===== src/rtl/microwave_timer_pkg.sv =====
// Shared state encodings, BCD constants and the one-second BCD decrement for the microwave timer.
package microwave_timer_pkg;

  typedef enum logic [1:0] {
    ST_SET   = 2'd0,
    ST_RUN   = 2'd1,
    ST_PAUSE = 2'd2,
    ST_DONE  = 2'd3
  } state_e;

  localparam logic [3:0] BCD_NINE      = 4'd9;
  localparam logic [3:0] SEC_TENS_WRAP = 4'd5;

  typedef struct packed {
    logic [3:0] min_tens;
    logic [3:0] min_ones;
    logic [3:0] sec_tens;
    logic [3:0] sec_ones;
  } bcd_time_t;

  // Seconds above 59 are decremented literally; only a zero sec_tens wraps to 5.
  function automatic bcd_time_t bcd_dec(input bcd_time_t t);
    bcd_time_t r;
    r = t;
    if (t.sec_ones != 4'd0) begin
      r.sec_ones = t.sec_ones - 4'd1;
    end else begin
      r.sec_ones = BCD_NINE;
      if (t.sec_tens != 4'd0) begin
        r.sec_tens = t.sec_tens - 4'd1;
      end else begin
        r.sec_tens = SEC_TENS_WRAP;
        if (t.min_ones != 4'd0) begin
          r.min_ones = t.min_ones - 4'd1;
        end else begin
          r.min_ones = BCD_NINE;
          r.min_tens = t.min_tens - 4'd1;
        end
      end
    end
    return r;
  endfunction

endpackage


===== src/rtl/microwave_timer_tick_gen.sv =====
// One-second prescaler: tick is high during the last of every TICK_DIV enabled cycles.
// Counter is forced to 0 whenever enable is low, so each enabled run starts a fresh second.
module tick_gen #(
  parameter int unsigned TICK_DIV = 50000000
) (
  input  logic clk,
  input  logic rst,
  input  logic enable,
  output logic tick
);

  localparam int unsigned W = (TICK_DIV > 1) ? $clog2(TICK_DIV) : 1;
  localparam logic [W-1:0] LAST = W'(TICK_DIV - 1);

  logic [W-1:0] cnt_q, cnt_d;

  always_comb begin
    cnt_d = '0;
    if (enable && (cnt_q != LAST)) begin
      cnt_d = cnt_q + 1'b1;
    end
  end

  always_ff @(posedge clk or posedge rst) begin
    if (rst) begin
      cnt_q <= '0;
    end else begin
      cnt_q <= cnt_d;
    end
  end

  // Counter is only ever nonzero while counting, so no enable gating is needed here.
  assign tick = (cnt_q == LAST);

endmodule


===== src/rtl/microwave_timer.sv =====
// Cook-time entry (MM:SS keypad shift-in) and once-per-second BCD countdown with done/alarm status.
// All outputs registered; the prescaler runs only while staying in RUN.
module microwave_timer
  import microwave_timer_pkg::*;
#(
  parameter int unsigned TICK_DIV = 50000000
) (
  input  logic       clk,
  input  logic       rst,
  input  logic       door_closed,
  input  logic       key_valid,
  input  logic [3:0] key_digit,
  input  logic       start,
  input  logic       stop,
  input  logic       clear,
  output logic [3:0] min_tens,
  output logic [3:0] min_ones,
  output logic [3:0] sec_tens,
  output logic [3:0] sec_ones,
  output logic       running,
  output logic       done,
  output logic       alarm
);

  state_e    state_q, state_d;
  bcd_time_t time_q, time_d, time_dec;
  logic      running_q, done_q, alarm_q;
  logic      tick, tick_en, time_nonzero;

  // Clearing on both the entry and exit edges keeps the first decrement exactly TICK_DIV cycles in.
  assign tick_en = (state_q == ST_RUN) && (state_d == ST_RUN);

  tick_gen #(.TICK_DIV(TICK_DIV)) u_tick_gen (
    .clk    (clk),
    .rst    (rst),
    .enable (tick_en),
    .tick   (tick)
  );

  assign time_nonzero = (time_q != '0);
  assign time_dec     = bcd_dec(time_q);

  always_comb begin
    state_d = state_q;
    time_d  = time_q;
    if (clear) begin
      state_d = ST_SET;
      time_d  = '0;
    end else begin
      case (state_q)
        ST_SET: begin
          if (start && door_closed && time_nonzero) begin
            state_d = ST_RUN;
          end else if (key_valid && (key_digit <= BCD_NINE)) begin
            time_d = '{time_q.min_ones, time_q.sec_tens, time_q.sec_ones, key_digit};
          end
        end
        ST_RUN: begin
          if (stop || !door_closed) begin
            state_d = ST_PAUSE;
          end else if (tick) begin
            time_d = time_dec;
            if (time_dec == '0) begin
              state_d = ST_DONE;
            end
          end
        end
        ST_PAUSE: begin
          if (!stop && start && door_closed) begin
            state_d = ST_RUN;
          end
        end
        ST_DONE: begin
          if (start || !door_closed) begin
            state_d = ST_SET;
          end
        end
        default: begin
          state_d = ST_SET;
          time_d  = '0;
        end
      endcase
    end
  end

  always_ff @(posedge clk or posedge rst) begin
    if (rst) begin
      state_q   <= ST_SET;
      time_q    <= '0;
      running_q <= 1'b0;
      done_q    <= 1'b0;
      alarm_q   <= 1'b0;
    end else begin
      state_q   <= state_d;
      time_q    <= time_d;
      running_q <= (state_d == ST_RUN);
      done_q    <= (state_d == ST_DONE);
      alarm_q   <= (state_d == ST_DONE) && (state_q != ST_DONE);
    end
  end

  assign min_tens = time_q.min_tens;
  assign min_ones = time_q.min_ones;
  assign sec_tens = time_q.sec_tens;
  assign sec_ones = time_q.sec_ones;
  assign running  = running_q;
  assign done     = done_q;
  assign alarm    = alarm_q;

endmodule


===== config.mk =====
export PLATFORM = sky130hd
export DESIGN_NAME = microwave_timer
export DESIGN_NICKNAME = d
export VERILOG_FILES = /design/src/rtl/microwave_timer_pkg.sv /design/src/rtl/microwave_timer_tick_gen.sv /design/src/rtl/microwave_timer.sv
export SDC_FILE = /design/constraint.sdc
export NUM_CORES = 1
export LEC_CHECK = 0
export BUFFER_PORTS_ARGS = -buffer_cell sky130_fd_sc_hd__buf_2
export CORE_MARGIN = 2
export CORE_UTILIZATION = 38
export DETAILED_ROUTE_END_ITERATION = 10
export PLACE_DENSITY_LB_ADDON = 0.12
export SETUP_SLACK_MARGIN = 0.5
export SYNTH_ARGS = -nofsm -noshare
export SYNTH_HDL_FRONTEND = slang
export SYNTH_SLANG_ARGS = --single-unit
export TNS_END_PERCENT = 20

===== constraint.sdc =====
create_clock -name clk -period 2.4 [get_ports clk]
set_input_delay 0.48 -clock clk [delete_from_list [all_inputs] [get_ports clk]]
set_output_delay 0.48 -clock clk [all_outputs]
set_load 0.1 [all_outputs]

# --- Yosys cells after proc, flatten, opt, wreduce, memory -nomap -nowiden ---
# Cells that the tools add are included.
word_totals:
  register_bits: 47
  inputBits: 11
  elab_cells: 68
classes:
  n_addsub: 5
  order_cmp: 1
  eq_ne: 12
  n_mux: 21
  n_reduce_logical: 20
op_table:
  columns: ["operator", "count"]
  rows:
  - ["$mux 16", 5]
  - ["$pmux 16 s2", 1]
  - ["$add 26x1->26 const B", 1]
  - ["$eq 26x26->1 const B", 1]
  - ["$mux 26", 1]
  - ["$ne 26x26->1 const B", 1]
  - ["$logic_not 16->1", 1]
  - ["$mux 4", 4]
  - ["$reduce_bool 16->1", 1]
  - ["$sub 4x1->4 const B", 4]
  - ["$mux 2", 7]
  - ["$mux 12", 1]
  - ["$ne 3x3->1 const B", 4]
  - ["$reduce_bool 4->1", 3]
  - ["$logic_and 1x1->1", 8]
  - ["$mux 8", 1]
  - ["$pmux 2 s4", 1]
  - ["$eq 2x2->1 const B", 3]
  - ["$reduce_and 5->1", 1]
  - ["$eq 2x1->1 const B", 2]
  - ["$le 4x4->1 const B", 1]
  - ["$reduce_bool 3->1", 1]
  - ["$logic_not 1->1", 2]
  - ["$logic_not 2->1", 1]
  - ["2 further kinds", 3]

# --- Longest topological paths before layout ---
# Gate-level depths: netlist of the first run.
logic_depth:
  ltp_word: 14
  mapped_depth: 8
  depth_no_buf: 7

# --- Modules after synthesis ---
# From an unflattened synthesis of the first run, not the netlist that was laid out.
hier_totals:
  hier_cells: 307
  area_unflattened_um2: 2837.7
modules_own_cells:
  columns: ["mod", "instances", "cells_per_inst", "area_each_um2", "seq_area_each_um2"]
  rows:
  - ["microwave_timer", 1, 165, 1482.7, 525.5]
  - ["tick_gen", 1, 142, 1355.0, 650.6]

# --- Worst setup path before layout of the first run ---
# No wires, ideal clock.
synth_path:
  path_kind: "register to register"
  start: "reg time_q (netlist bit sec_ones[0])"
  end: "reg time_q (netlist bit min_ones[3])"
  setup_ns: 0.122
  arrival_ns: 2.596
  required_time_ns: 2.278
  setup_slack_ns: -0.317
  path_stages_with_launch: 8
  path_buffers: 2
  cell_sequence: "dfrtp_1 > buf_6 > or4_4 > buf_6 > or4_4 > o21ai_2 > o21ai_1 > a32o_1"
synth_via:
  elab_chain_len: 6
  elab_cells_between_ends: 10
  classes_between: "eq/ne (1); mux (5); reduce/logical (4)"
synth_rtl:
  columns: ["item", "line_no", "text"]
  rows:
  - ["from (decl)", "microwave_timer.sv:26", "bcd_time_t time_q, time_d, time_dec;"]
  - ["from (signal assigned)", "microwave_timer.sv:95", "time_q <= time_d;"]
  - ["$reduce_bool 4->1", "microwave_timer_pkg.sv:25", "if (t.sec_ones != 4'd0) begin"]
  - ["$mux 12", "microwave_timer_pkg.sv:25", null]
  - ["$mux 16", "microwave_timer.sv:61", "end else if (tick) begin"]
  - ["$mux 16", "microwave_timer.sv:59", "if (stop || !door_closed) begin"]
  - ["$pmux 16 s2", "microwave_timer.sv:50", "case (state_q)"]
  - ["$mux 16", "microwave_timer.sv:46", "if (clear) begin"]
# Parallel ways exist; a longest one is shown, timed or not. The select of a mux whose other input is x is not followed.
# A chain may end at the register's enable or synchronous reset.

# --- Worst setup path after layout of the first run ---
# Same ends and word-level chain as after synthesis.

==> results of run 1 <==
through the flow:
step | total power [mW] | setup WS, ps
after floorplan | 1.643 | -16.81
final | 2.588 | 310.6
after global routing | 2.719 | 199.3
after CTS | 2.548 | 329.8
after global placement | 1.887 | 236.5
after detailed placement | 1.883 | 210.5
kinds of logic after synthesis:
family	after synthesis
and+or+nand+nor	144
AOI/OAI and AO/OA	63
DFF	47
buffers and inverters	29
xor gates and xnor gates	26
muxes	4
adders and majority gates	3
sequential cells by signal, summed over array words and instances, names as in the netlist:
register	count
u_tick_gen.cnt_q	26
state_q	2
sec_ones	4
min_tens	4
alarm	1
sec_tens	4
done	1
running	1
min_ones	4
layout by cell type, fill, tap and decap left out, drive strengths merged, types with 2 or more instances in the layout:
cell / synthesis / routed
a211oi: 3 / 3
a21boi: 2 / 2
a21oi: 12 / 12
a22oi: 2 / 2
a311oi: 2 / 2
a32o: 3 / 3
and3: 7 / 7
and4: 3 / 3
buf: 7 / 70
clkbuf: 13 / 5
clkinv: 1 / 2
dfrtp: 47 / 47
ha: 3 / 3
inv: 8 / 9
mux2i: 3 / 3
nand2: 22 / 22
nand2b: 2 / 2
nand3: 22 / 22
nand4: 14 / 14
nand4b: 2 / 2
nor2: 39 / 39
nor2b: 5 / 5
nor3: 7 / 7
nor4: 9 / 9
nor4b: 2 / 2
o211ai: 3 / 3
o21ai: 17 / 17
o221ai: 3 / 3
o22ai: 3 / 3
o31ai: 3 / 3
o32ai: 2 / 2
or4: 5 / 5
xnor2: 8 / 8
xor2: 18 / 18
critical path, cell delays in order (launching register included):
cell                      delay, ps
sky130_fd_sc_hd__dfrtp_4        510
sky130_fd_sc_hd__or4_4          550
sky130_fd_sc_hd__or4_4          460
sky130_fd_sc_hd__o21ai_2        120
sky130_fd_sc_hd__o21ai_1         80
sky130_fd_sc_hd__a32o_1         260
where the power goes:
part	switching [mW]	internal (mW)	total (mW)	leakage [nW]
Combinational	0.685	0.388	1.07	0.812
Clock	0.295	0.316	0.611	0.0587
Sequential	0.0663	0.838	0.904	0.624
layout make-up:
class | count | area share
timing repair buffer | 70 | 0.1308
multi-input combinational | 240 | 0.4576
sequential | 47 | 0.3352
inverter | 9 | 0.009418
clock inverter | 3 | 0.01325
tap | 99 | 0.03453
clock buffer | 5 | 0.01918
worst paths after layout:
check	slack, ps	end	from
setup / recovery	310	min_ones[3]	sec_ones[0]
hold / removal	310	u_tick_gen.cnt_q[21]	rst
setup reg to reg	310	min_ones[3]	sec_ones[0]
hold reg to reg	550	u_tick_gen.cnt_q[15]	u_tick_gen.cnt_q[15]
max in group asynchronous	1620	sec_ones[1]	rst
min in group clk	490	sec_ones[0]	key_digit[0]
layer usage:
layer / share of wire / track usage / vias up / routed length (um)
met5: 0 / 0 / - / 0
li1: - / - / 1271 / -
met4: 0.0086 / 0.04872 / 0 / 65
met3: 0.039 / 0.03506 / 7 / 294
met1: 0.49 / 0.2613 / 1300 / 3658
met2: 0.47 / 0.2945 / 55 / 3515
timing repair:
| action | 4_1_cts | 5_1_grt |
|---|---|---|
| setup endpoints to repair | 46 | 46 |
| gates cloned | 0 | 1 |
| resized for setup | 12 | 17 |
| pin swaps | 8 | 6 |
| buffers inserted | 17 | 2 |
==> metrics, run 1 <==
average cell area after synthesis between 8 and 9 sq um; proportion of synthesized area in mux cells 0.01460; number of enable-type register cells in the synthesized netlist 0; top cell type by total area after synthesis sky130_fd_sc_hd__dfrtp_1; mapped cell area 0.002828 sq mm; post-route clock period utilization 0.8706; prevailing post-synth register cell sky130_fd_sc_hd__dfrtp_1; total area of sequential cells roughly 0.0012 sq mm; filler cell count in the final layout a little over 700; total of max-cap violations 0; maximum number of buffers from clock root to sink 2; Data required, critical path roughly 2600 ps; Worst Hold Margin ~300 ps; most common cell in the netlist sky130_fd_sc_hd__dfrtp_1; share of post-route cells with drive strength above 1 0.3316; largest voltage drop on the vdd net 507.9 uV; Critical Path Source Type register; XOR/XNOR share of the synthesized area 0.08053; total core area about 0.007 sq mm; Synth Area in Adders 0.01327; cts bufs inserted 5; Placer Congestion between 0.7 and 0.8; Setup-failing EPs final 0; Cell Pwr Density a little over 700 mW/mm^2; ANT cells 0; area of all placed cells without fillers approximately 0.0036 sq mm; routed wire length around 7500 um; count of nets after finishing a little under 400; top cell type's share of synthesized area 0.4159; time the final worst path needs with I/O delays and setup about 2100 ps; endpoint class of the critical path register; main combinational cell family by area after synthesis simple AND/OR/NAND/NOR gates; RSZ-0062 raised after global routing true; final hold viol count 0; result of the run finished, final reports clean; antenna violations before repair 0; Max Fanout on Critical Path 4; CTS H-tree depth 2; worst r2r path cells 5; Vias approximately 2,600; top achievable clock speed 478.6 MHz; CP Class register to register; area enclosed by the die boundary around 0.008 sq mm; floorplan die height approximately 90 um; Max transition margin 0.5949; via count of the first global-routing pass roughly 2,500; TritonCTS sink count between 40 and 50; ranking of synthesized cells by instance count sky130_fd_sc_hd__dfrtp_1, sky130_fd_sc_hd__nor2_1, sky130_fd_sc_hd__nand2_1, sky130_fd_sc_hd__nand3_1, sky130_fd_sc_hd__xor2_1; top area cells in the synthesized netlist sky130_fd_sc_hd__dfrtp_1, sky130_fd_sc_hd__xor2_1, sky130_fd_sc_hd__nor2_1; # port buffers 29; accumulated negative setup slack 0 ps; multi-input combinational cell area roughly 0.0016 sq mm; 1st-iter DRT viols between 150 and 200; share of the yosys chip area belonging to registers 0.4159; starting utilization of the core area 0.3920; unique cell type count in the Yosys netlist 55; overall routing resource usage 0.1855; area growth from synthesis to layout 26.86%; total congestion overflow after global routing 0; post-CTS clock slew at the launch and capture registers of the worst setup and hold paths 110 ps; HPWL Detailed between 4000 and 5000 um; Lkg Pwr 1.494 nW; Post-Syn Nets 330; detail-routed via count per cell between 5 and 6; number of cells produced by synthesis 316; number of standard cells in the final layout excluding fillers 473; critical path data arrival time between 2000 and 2500 ps; area post-placement 0.003193 sq mm; boundary pin count 30; number of nets still failing antenna checks after routing 0; TritonCTS clock tree done; drt drc 0; kind of path behind the tightest hold check input pin to asynchronous set/reset pin; number of instances in the placed design approximately 450; register bit count reported by yosys 47; count of yosys warnings during synthesis 0; worst slew pin tran 607.7 ps; average wire per cell in the routed design 15.93 um; final core utilization 0.4972; cts-stage hold buffer count 0; row count 31; die span in x roughly 90 um; worst-skew pair later-pin latency 310 ps; cell at the root of the clock tree sky130_fd_sc_hd__clkbuf_8; global-route wire length before repair between 10,000 and 15,000 um; count of TritonRoute iterations in the first routing pass 4; pin count of the biggest net entering global routing 48; compound-gate portion of the synthesized area 0.1522; simple-gate share of the synthesized area 0.2774; Async S/R FF share, synth 1.000; count of final max-slew check failures 0; skew final 18.46 ps
Power figures use the tool's default switching activity.
==> inputs of run 2 (changes only) <==
- GPL_TIMING_DRIVEN: default -> 0
==> run 2 against run 1 <==
Worst setup slack lost 170 ps. Largest cell class unchanged. Final area up 4.6%. Critical path depth rose by 2. Global-route usage grew 0.70 points. Clock-buffer cell count is the same. Sequential share of layout area is 1.5 points lower. Sequential cell count unchanged. First-iteration DRC count decreased by 16%. Critical endpoint unchanged. Die area unchanged.
==> metrics, run 2 (synthesis gave the netlist of run 1 again) <==
result of the run finished, final reports clean; share of post-route cells with drive strength above 1 0.3438; number of nets still failing antenna checks after routing 0; drt drc 0; kind of path behind the tightest hold check input pin to asynchronous set/reset pin; post-CTS clock slew at the launch and capture registers of the worst setup and hold paths 100 ps; 1st-iter DRT viols approximately 130; routed wire length about 7700 um; boundary pin count 30; average wire per cell in the routed design about 16 um; Max Fanout on Critical Path 4; starting utilization of the core area 0.3920; die span in x between 90 and 100 um; pin count of the biggest net entering global routing 32; area growth from synthesis to layout 32.74%; CTS H-tree depth 2; largest voltage drop on the vdd net approximately 460 uV; ANT cells 0; GR Layer Usage met1 0.2828; # port buffers 28; TritonCTS clock tree done; total congestion overflow after global routing 0; via count of the first global-routing pass between 2,000 and 3,000; Cell Pwr Density 736.6 mW/mm^2; accumulated negative setup slack 0 ps; overall routing resource usage 0.1925; RSZ-0062 raised after global routing true; CP Class register to register; Worst R2R Setup Slack around 140 ps; floorplan die height roughly 90 um; critical path data arrival time between 2000 and 2500 ps; HPWL Detailed roughly 4900 um; area enclosed by the die boundary 0.008148 sq mm; count of nets after finishing roughly 400; cell at the root of the clock tree sky130_fd_sc_hd__clkbuf_8; maximum number of buffers from clock root to sink 2; skew final between 8 and 9 ps; cts bufs inserted 5; Setup-failing EPs final 0; flip-flop count of the largest register, all copies and words added 26; antenna violations before repair 0; launch point of the critical path sec_ones[0]; worst r2r path cells 7; global-route wire length before repair approximately 13,000 um; Vias approximately 2,700; count of final max-slew check failures 0; Placer Congestion a little over 0.8; GRT met3 Usage 0.03088; post-route clock period utilization 0.9404; final hold viol count 0; cts-stage hold buffer count 0; endpoint class of the critical path register; register with the highest flop count u_tick_gen.cnt_q; Place WS -114.0 ps; worst setup path endpoint min_ones[3]; worst slew pin tran 758.7 ps; time the final worst path needs with I/O delays and setup between 2000 and 2500 ps; Critical Path Source Type register; most frequent standard cell in the layout excluding fill and tap cells sky130_fd_sc_hd__nor2_1; worst-skew pair later-pin latency 310 ps; top achievable clock speed 443.1 MHz; detail-routed via count per cell approximately 5.7; most frequent cells in the layout sky130_fd_sc_hd__nor2_1, sky130_fd_sc_hd__dfrtp_1, sky130_fd_sc_hd__buf_2; Final Worst Setup Slack between 100 and 150 ps; Lkg Pwr ~1.6 nW; row count 31; startpoint of the worst register-to-register path sec_ones[0]; endpoint of the worst register-to-register path min_ones[3]; total core area 0.007214 sq mm; Data required, critical path about 2600 ps; total of max-cap violations 0; Max transition margin 0.4900; met2 Use GR 0.2863; TritonCTS sink count 47; gr busiest metal met2; count of TritonRoute iterations in the first routing pass 6
==> run 2: cell count changes in the layout (fill, tap and decap cells not counted), moves of 3 or more <==
cell / change
sky130_fd_sc_hd__buf_4: -11
sky130_fd_sc_hd__clkbuf_1: +6
sky130_fd_sc_hd__buf_6: +5
sky130_fd_sc_hd__clkbuf_2: +3
==> run 2: report_power, final <==
| group | internal [mW] | switching (mW) |
|---|---|---|
| clock | 0.311 | 0.293 |
| sequential | 0.838 | 0.0628 |
| combinational | 0.503 | 0.758 |
| total | 1.65 | 1.11 |
==> run 2: worst min path at each step <==
stage / slack [ps] / cells past startpoint / end
floorplan: 480 / 1 / u_tick_gen.cnt_q[0]
global placement: 510 / 1 / u_tick_gen.cnt_q[0]
detailed placement: 490 / 2 / state_q[1]
CTS: 160 / 2 / state_q[1]
global route: 160 / 2 / state_q[1]
finish: 150 / 2 / min_tens[3]
==> run 2: final cells by class <==
type	count	area [sq um]
Clock buffer	5	68.82
Tap cell	99	123.9
Inverter	9	33.78
Buffer	20	160.2
Sequential cell	47	1202
Multi-Input combinational cell	241	1710
Clock inverter	3	43.79
Fill cell	694	3461
Timing Repair Buffer	59	410.4
==> run 2: stage by stage <==
step,hold WS [ps],total power [mW],utilization,cell area (sq um),instances
after detailed placement,493.3,1.822,0.4344,3134,444
after global routing,160.4,2.904,0.5203,3754,483
after floorplan,476.1,1.643,-,2850,316
after global placement,508.1,1.825,0.4317,3114,443
after CTS,156.0,2.662,0.5061,3651,477
final,148.5,2.765,0.5203,3754,483
==> run 2: what timing repair did <==
item | CTS | global route
gates resized for setup | 45 | 17
setup buffers | 23 | 6
gates cloned | 2 | 0
setup endpoints to repair | 46 | 46
pin swaps | 12 | 6
hold endpoints to repair | 0 | 0
==> run 2: routing by layer <==
metal	up-vias	routed length, um
met5	-	0
met4	0	168
met2	91	3573
met3	17	340
met1	1326	3658
li1	1295	-
==> run 2: critical path, cell delays in order (launching register included) <==
cell                      delay, ps
sky130_fd_sc_hd__dfrtp_4        490
sky130_fd_sc_hd__buf_6          130
sky130_fd_sc_hd__or4_4          500
sky130_fd_sc_hd__buf_6          130
sky130_fd_sc_hd__or4_4          450
sky130_fd_sc_hd__o21ai_2        120
sky130_fd_sc_hd__o21ai_1         70
sky130_fd_sc_hd__a32o_1         250
==> inputs of run 3 (changes only) <==
- CORE_MARGIN: 2 -> default
==> run 3 against run 2 <==
Utilization shrank 1.6 points. Clock power shrank 16%. Clock skew grew 4.5 ps. Final area shrank 3.1%. Critical endpoint is now min_ones[2].
==> metrics, run 3 (synthesis gave the netlist of run 1 again) <==
result of the run finished, final reports clean; flip-flop count of the largest register, all copies and words added 26; time the final worst path needs with I/O delays and setup between 2000 and 2500 ps; Critical Path Source Type register; number of nets still failing antenna checks after routing 0; detail-routed via count per cell around 5.5; Largest stage delay, worst path roughly 500 ps; Max transition margin 0.4603; Data required, critical path ~2600 ps; maximum number of buffers from clock root to sink 2; share of post-route cells with drive strength above 1 0.3175; area post-placement ~0.0031 sq mm; RSZ-0062 raised after global routing true; pin count of the biggest net entering global routing 36; count of final max-slew check failures 0; antenna violations before repair 0; routed wire length about 7700 um; TritonCTS clock tree done; floorplan die height roughly 88 um; overall routing resource usage 0.1990; die span in x 88.27 um; post-CTS clock slew at the launch and capture registers of the worst setup and hold paths 100 ps; total area of sequential cells approximately 0.0012 sq mm; cell at the root of the clock tree sky130_fd_sc_hd__clkbuf_8; skew final about 13 ps; area enclosed by the die boundary 0.007791 sq mm; area growth from synthesis to layout 28.67%; global-route wire length before repair 12,120 um; kind of path behind the tightest hold check input pin to asynchronous set/reset pin; average wire per cell in the routed design between 15 and 20 um; filler cell count in the final layout 731; Cell Pwr Density between 600 and 700 mW/mm^2; CP Class register to register; most frequent cells in the layout sky130_fd_sc_hd__nor2_1, sky130_fd_sc_hd__dfrtp_1, sky130_fd_sc_hd__buf_2; Vias 2,637; register with the highest flop count u_tick_gen.cnt_q; boundary pin count 30; total congestion overflow after global routing 0; Placer Congestion just under 0.9; HPWL Detailed between 4000 and 5000 um; Lkg Pwr 1.510 nW; drt drc 0; cell breakdown of the critical path buf_6 -> or4_4 -> buf_6 -> or4_4 -> buf_4 -> mux2i_1 -> o21ai_1 -> o32ai_1; total core area 0.007214 sq mm; final hold viol count 0; most frequent standard cell in the layout excluding fill and tap cells sky130_fd_sc_hd__nor2_1; row count 31; # port buffers 28; CTS H-tree depth 2; area of all placed cells without fillers about 0.0036 sq mm; Setup-failing EPs final 0; worst-skew pair later-pin latency about 310 ps; critical path data arrival time between 2000 and 2500 ps; ANT cells 0; via count of the first global-routing pass about 2,400; top achievable clock speed 441.8 MHz; total of max-cap violations 0; post-route clock period utilization 0.9431; Max Fanout on Critical Path 4; worst slew pin tran approximately 800 ps; endpoint class of the critical path register; final core utilization 0.5043; cts bufs inserted 5; TritonCTS sink count 47; multi-input combinational cell area ~0.0017 sq mm; largest voltage drop on the vdd net between 400 and 500 uV; slowest stage cell on the critical path sky130_fd_sc_hd__or4_4; count of TritonRoute iterations in the first routing pass 4; count of nets after finishing between 300 and 400; 1st-iter DRT viols 146; starting utilization of the core area 0.3920
==> run 3: routing by layer <==
layer / GRT usage / vias up / routed length [um]
met4: 0.05132 / 0 / 85
met5: 0 / - / 0
met2: 0.3091 / 70 / 3541
met3: 0.03358 / 9 / 345
li1: - / 1279 / -
met1: 0.2872 / 1279 / 3713
==> run 3: area by class of cell <==
| type | instances | area share |
|---|---|---|
| Multi-Input combinational cell | 241 | 0.4594 |
| Sequential cell | 47 | 0.3301 |
| Timing Repair Buffer | 53 | 0.1001 |
| Buffer | 20 | 0.04161 |
| Tap cell | 99 | 0.03404 |
| Clock buffer | 5 | 0.01891 |
| Inverter | 9 | 0.009285 |
| Clock inverter | 3 | 0.006534 |
==> run 3: where the power goes <==
group | total [mW] | internal, mW | switching [mW]
registers | 0.899 | 0.837 | 0.0621
clock network | 0.506 | 0.209 | 0.297
logic | 1.14 | 0.416 | 0.721
==> run 3: final timing paths <==
check                      slack, ps                 start                   end  cells past startpoint
setup / recovery                 140           sec_ones[0]           min_ones[2]                      8
setup reg to reg                 140           sec_ones[0]           min_ones[2]                      8
hold reg to reg                  540  u_tick_gen.cnt_q[22]  u_tick_gen.cnt_q[22]                      2
min in group clk                 500          key_digit[0]           sec_ones[0]                      3
max in group asynchronous       1780                   rst           sec_tens[2]                      3
hold / removal                   120                   rst           min_tens[3]                      2
==> run 3: what timing repair did <==
item                                    CTS  global route
resized for setup                        34            19
hold buffers                              0             0
endpoints found under the setup margin   46            46
hold endpoints to repair                  0             0
buffers inserted                         13             9
cloned                                    2             1
pin swaps                                13             6
==> run 3: stage by stage <==
step	hold slack [ps]	setup TNS, ps	setup WS (ps)	instances	total power [mW]
after global routing	143.9	0	86.02	477	2.658
final	115.0	0	136.6	477	2.543
after detailed placement	459.1	-867.5	-117.2	444	1.828
after floorplan	476.1	-28.86	-16.81	316	1.643
after global placement	505.7	-2536	-190.4	443	1.825
after CTS	125.4	0	154.9	467	2.447
==> run 3: critical path: cells and delay by family, from the launching register on <==
kind | cells | cell delay (ps)
compound gates | 2 | 190
buf+inv | 3 | 420
flops | 1 | 490
mux | 1 | 120
simple gates | 2 | 930
